`src/rtl/uart_rx_fifo.sv`:
```
// 8N1 UART receiver with mid-bit sampling, feeding a small valid/ready byte FIFO.
// Framing and overrun errors are reported through sticky flags cleared by err_clr.
module uart_rx_fifo #(
    parameter int CLK_DIV    = 868,
    parameter int FIFO_DEPTH = 4
) (
    input  logic                          clk,
    input  logic                          reset,
    input  logic                          rx,
    output logic [7:0]                    out_data,
    output logic                          out_valid,
    input  logic                          out_ready,
    output logic [$clog2(FIFO_DEPTH):0]   fifo_count,
    output logic                          frame_err,
    output logic                          overrun,
    input  logic                          err_clr
);

    localparam int DIV_W = $clog2(CLK_DIV);
    localparam int PTR_W = $clog2(FIFO_DEPTH);
    localparam int CNT_W = PTR_W + 1;

    localparam logic [DIV_W-1:0] DIV_LAST  = DIV_W'(CLK_DIV - 1);
    localparam logic [DIV_W-1:0] HALF_LAST = DIV_W'(CLK_DIV / 2 - 1);
    localparam logic [CNT_W-1:0] FULL_CNT  = CNT_W'(FIFO_DEPTH);

    typedef enum logic [2:0] {
        IDLE,
        START,
        DATA,
        STOP,
        WAIT_HIGH
    } state_t;

    state_t            state, state_nx;
    logic              rx_meta, rx_s;
    logic [DIV_W-1:0]  div_cnt;
    logic [2:0]        bit_cnt;
    logic [7:0]        shift_reg;

    logic              div_clr;
    logic              bit_clr;
    logic              bit_take;
    logic              push;
    logic              frame_set;

    logic [7:0]        mem [FIFO_DEPTH];
    logic [PTR_W-1:0]  rd_ptr, wr_ptr;
    logic [CNT_W-1:0]  count;
    logic              pop;
    logic              push_ok;
    logic              push_drop;

    // Two-flop synchroniser; idles high so reset never looks like a start bit.
    always_ff @(posedge clk or posedge reset) begin
        if (reset) begin
            rx_meta <= 1'b1;
            rx_s    <= 1'b1;
        end else begin
            rx_meta <= rx;
            rx_s    <= rx_meta;
        end
    end

    always_ff @(posedge clk or posedge reset) begin
        if (reset) begin
            state <= IDLE;
        end else begin
            state <= state_nx;
        end
    end

    always_comb begin
        state_nx  = state;
        div_clr   = 1'b0;
        bit_clr   = 1'b0;
        bit_take  = 1'b0;
        push      = 1'b0;
        frame_set = 1'b0;
        case (state)
            IDLE: begin
                if (!rx_s) begin
                    state_nx = START;
                    div_clr  = 1'b1;
                end
            end
            START: begin
                if (div_cnt == HALF_LAST) begin
                    div_clr = 1'b1;
                    bit_clr = 1'b1;
                    state_nx = rx_s ? IDLE : DATA;
                end
            end
            DATA: begin
                if (div_cnt == DIV_LAST) begin
                    div_clr  = 1'b1;
                    bit_take = 1'b1;
                    if (bit_cnt == 3'd7) begin
                        state_nx = STOP;
                    end
                end
            end
            STOP: begin
                if (div_cnt == DIV_LAST) begin
                    div_clr = 1'b1;
                    if (rx_s) begin
                        push     = 1'b1;
                        state_nx = IDLE;
                    end else begin
                        frame_set = 1'b1;
                        state_nx  = WAIT_HIGH;
                    end
                end
            end
            WAIT_HIGH: begin
                if (rx_s) begin
                    state_nx = IDLE;
                end
            end
            default: begin
                state_nx = IDLE;
            end
        endcase
    end

    always_ff @(posedge clk or posedge reset) begin
        if (reset) begin
            div_cnt   <= '0;
            bit_cnt   <= '0;
            shift_reg <= '0;
        end else begin
            if (div_clr) begin
                div_cnt <= '0;
            end else if (state == START || state == DATA || state == STOP) begin
                div_cnt <= div_cnt + 1'b1;
            end
            if (bit_clr) begin
                bit_cnt <= '0;
            end else if (bit_take) begin
                shift_reg[bit_cnt] <= rx_s;
                bit_cnt            <= bit_cnt + 3'd1;
            end
        end
    end

    // A full FIFO still takes a byte when the head leaves in the same cycle.
    assign pop       = out_valid && out_ready;
    assign push_ok   = push && ((count != FULL_CNT) || pop);
    assign push_drop = push && !push_ok;

    always_ff @(posedge clk or posedge reset) begin
        if (reset) begin
            for (int unsigned i = 0; i < FIFO_DEPTH; i++) begin
                mem[i] <= '0;
            end
            rd_ptr <= '0;
            wr_ptr <= '0;
            count  <= '0;
        end else begin
            if (pop) begin
                rd_ptr <= rd_ptr + 1'b1;
            end
            if (push_ok) begin
                mem[wr_ptr] <= shift_reg;
                wr_ptr      <= wr_ptr + 1'b1;
            end
            case ({push_ok, pop})
                2'b10:   count <= count + 1'b1;
                2'b01:   count <= count - 1'b1;
                default: count <= count;
            endcase
        end
    end

    always_ff @(posedge clk or posedge reset) begin
        if (reset) begin
            frame_err <= 1'b0;
            overrun   <= 1'b0;
        end else begin
            if (frame_set) begin
                frame_err <= 1'b1;
            end else if (err_clr) begin
                frame_err <= 1'b0;
            end
            if (push_drop) begin
                overrun <= 1'b1;
            end else if (err_clr) begin
                overrun <= 1'b0;
            end
        end
    end

    assign out_data   = mem[rd_ptr];
    assign out_valid  = (count != '0);
    assign fifo_count = count;

endmodule

```
`config.mk`:
```
export PLATFORM = sky130hd
export DESIGN_NAME = uart_rx_fifo
export DESIGN_NICKNAME = d
export VERILOG_FILES = /design/src/rtl/uart_rx_fifo.sv
export SDC_FILE = /design/constraint.sdc
export NUM_CORES = 1
export LEC_CHECK = 0
export CAP_MARGIN = 25
export CORE_ASPECT_RATIO = 1.2
export CORE_MARGIN = 2
export CORE_UTILIZATION = 42
export CTS_BUF_LIST = sky130_fd_sc_hd__clkbuf_16
export CTS_CLUSTER_SIZE = 20
export DETAILED_ROUTE_END_ITERATION = 7
export PLACE_DENSITY = 0.64
export SLEW_MARGIN = 5
export SYNTH_ARGS = -nofsm -noshare
export SYNTH_HDL_FRONTEND = slang
export SYNTH_SLANG_ARGS = --single-unit
```
`constraint.sdc`:
```
create_clock -name clk -period 5 [get_ports clk]
set_clock_uncertainty 0.05 [all_clocks]
set_input_delay 1 -clock clk [delete_from_list [all_inputs] [get_ports clk]]
set_output_delay 1 -clock clk [all_outputs]
set_load 0.005 [all_outputs]
```
==> summary.txt <==
Global routing
  • GRT Util Overall: 0.151
  • Largest net degree at the start of global routing: 48
  • Initial antenna violation count: 0
  • Number of global-route vias before repair: 2032
  • Global route overflow: 0
  • First-pass GRT wire length: 10.1 mm

Routing
  • DR vias/cell: 5.29
  • Wire per inst: 15.5 um
  • DR vias: 1945
  • DRC viols: 0
  • DRT iter0 DRCs: 64
  • Final antenna-violating net count: 0
  • Drt total wl: 5.70 mm
  • Pre-antenna DRT Iters: 4

Floorplanning
  • Die Height: 101 um
  • Rows: 35
  • Initial Util: 0.432
  • Die width: 85.1 um
  • Core Region: 0.00766 mm2
  • IO Pins: 19
  • Die Footprint: 0.00861 mm2

Cells and area
  • Nets: 286
  • Layout cell share with drive strength beyond 1: 0.145
  • Antenna fix cells: 0
  • Final Core Density: 0.506
  • Syn-to-layout area delta: 17.1%
  • Largest register FFs: 32

Critical path
  • Critical path class: reg2out
  • Max incr delay on CP: 0.74 ns
  • Worst setup EP type: primary output
  • Nature of the critical path startpoint: flip-flop
  • CP max stage cell: dfrtp_1
  • R2r startpoint: div_cnt[7]
  • Reg2Reg Depth: 10
  • R2R Setup Slk: 2.36 ns
  • CP delay by family, top: flip-flops
  • Ordered cell list for the critical path: mux4_2, clkdlybuf4s50_1
  • Capturing point of the worst reg2reg path: fifo_count[2]
  • Buf/Inv on CP: 1
  • Worst Path Arrival: 2.12 ns
  • WP data required: 3.95 ns
  • Crit Path Max Fanout: 10

STA
  • Max Slew Vio Count: 0
  • Unrepaired setup endpoints after global routing: no
  • Fmax: 315 MHz
  • Number of setup violations in the final report: 0
  • Period utilization: 0.635
  • Slew Limit Headroom: 0.485
  • TNS Setup: 0 ns
  • Slew at the pin with the worst max-slew slack: 0.769 ns
  • Final Hold Viols: 0
  • Crit path time final: 3.17 ns
  • Worst Setup Slack, final: 1.83 ns

Clocking
  • Clk_lat worst skew: 0.32 ns
  • Cts repair resizes: 0
  • Clock tree sinks: 67
  • Postcts setup bufs: 0
  • CTS tree: yes
  • H-tree lvl count: 3
  • CTS root buffer: clkbuf_16
  • CTS Hold Bufs: 0
  • CTS Buf Count: 9
  • Clock Tree Buf Depth: 2
  • Worst-path clk slew: 0.06 ns

Synthesis
  • Ys async rst share: 1.00
  • Net Count, Synth: 266
  • Sequential fraction of the synthesis area: 0.507
  • Flops & latches, synth: 67
  • Yosys top cell area share: 0.491
  • Post-synth EDFFs: 0
  • Top post-synthesis cells by count: dfrtp_1 (65), mux2_1 (40), nor2_1 (16)
  • Post-Synthesis Cells: 251
  • Library cells used by synthesis: 50
  • Count leader, synth: dfrtp_1
  • Synth Warn #: 0
  • Ranking of synthesized cells by area: dfrtp_1 (49%), mux2_1 (14%), mux4_2 (5.4%)
  • Synth Flop Type: dfrtp_1
  • Post-Syn Area: 0.00331 mm2
  • Post-synth top area cell: dfrtp_1
  • Post-Syn Area per Cell: 13.2 um2

Flow run
  • Max_cap viols: 0

Place
  • Port Buf Inserts: 18
  • Pre-CTS setup slack: 1.58 ns
  • RD Place Congestion: 0.752
  • Post-detail-place hpwl: 3.91 mm

Worst hold path
  • Hold Startpoint: rx_meta
  • Hold depth: 0
  • Hold EP: rx_s
  • Hold Crit Class: reg2reg

Power and ir drop
  • Leak pwr: 1.85 nW
  • Pwr dens: 371 mW/mm2
  • Peak supply drop: 0.283 mV
  • Total power: 1.44 mW

Status
  • Outcome: completed
[power breakdown]
| group | switching, mW | internal [mW] | leakage, nW |
|---|---|---|---|
| sequential | 0.0591 | 0.566 | 0.893 |
| clock | 0.236 | 0.439 | 0.160 |
| combinational | 0.0518 | 0.0885 | 0.798 |
| total | 0.347 | 1.09 | 1.85 |
[final cells by class]
cell class	instances	area, um2
well taps	92	115
fillers	675	3790
flip-flops and latches	67	1680
repair buffers	20	208
multi-input cells	162	1510
clock inverters	7	100
inverters	11	41.3
clock buffers	9	225
[per-stage QoR]
stage                     hold slack (ns)  area (um2)  instances
after floorplan                     0.295        3310        251
after global routing                0.314        3880        368
after CTS                           0.306        3860        367
after detailed placement            0.297        3530        351
final                               0.305        3880        368
after global placement              0.297        3530        351
[cell usage in the layout (no fill, tap or decap), types with 5 or more instances in the layout]
| master | count |
|---|---|
| dfrtp_1 | 65 |
| mux2_1 | 40 |
| clkdlybuf4s50_1 | 18 |
| nor2_1 | 16 |
| nand3_1 | 10 |
| xor2_1 | 10 |
| inv_1 | 10 |
| ha_1 | 9 |
| clkbuf_16 | 9 |
| mux4_2 | 8 |
| nand4_1 | 6 |
| nand2_1 | 5 |
[how the worst max path moves through the flow]
stage / startpoint / end / slack (ns) / cells after the start
after global placement: out_ready / fifo_count[2] / 1.69 / 11
after CTS: rd_ptr[0] / out_data[0] / 1.77 / 2
after floorplan: out_ready / fifo_count[2] / 2.16 / 11
after global routing: out_ready / fifo_count[2] / 1.66 / 11
after detailed placement: out_ready / fifo_count[2] / 1.58 / 11
final: rd_ptr[0] / out_data[4] / 1.83 / 2
[kinds of logic after synthesis]
logic type | after synthesis | share of synthesized area
compound gates | 16 | 0.0318
xor+xnor | 14 | 0.0370
fa+ha+maj | 10 | 0.0401
buf+inv | 22 | 0.0370
flops | 67 | 0.507
mux | 50 | 0.197
simple gates | 72 | 0.150
[worst reg2reg max path, cell delays in order (launching register included)]
cell and delay [ns]:
dfrtp_1 0.42, nand4bb_1 0.47, nor3_4 0.48, and2_1 0.24, inv_1 0.06, ha_1 0.20
inv_1 0.07, fa_1 0.17, xor2_1 0.14, nor2_1 0.07, xor2_1 0.14
[metal layers]
metal / track usage / up-vias / part of all wire
li1: - / 952 / -
met4: 0.0659 / 0 / 0.013
met5: 0 / - / 0
met3: 0.0391 / 6 / 0.020
met2: 0.239 / 15 / 0.49
met1: 0.196 / 972 / 0.47
Note: power is estimated with default switching activity, not from simulation.
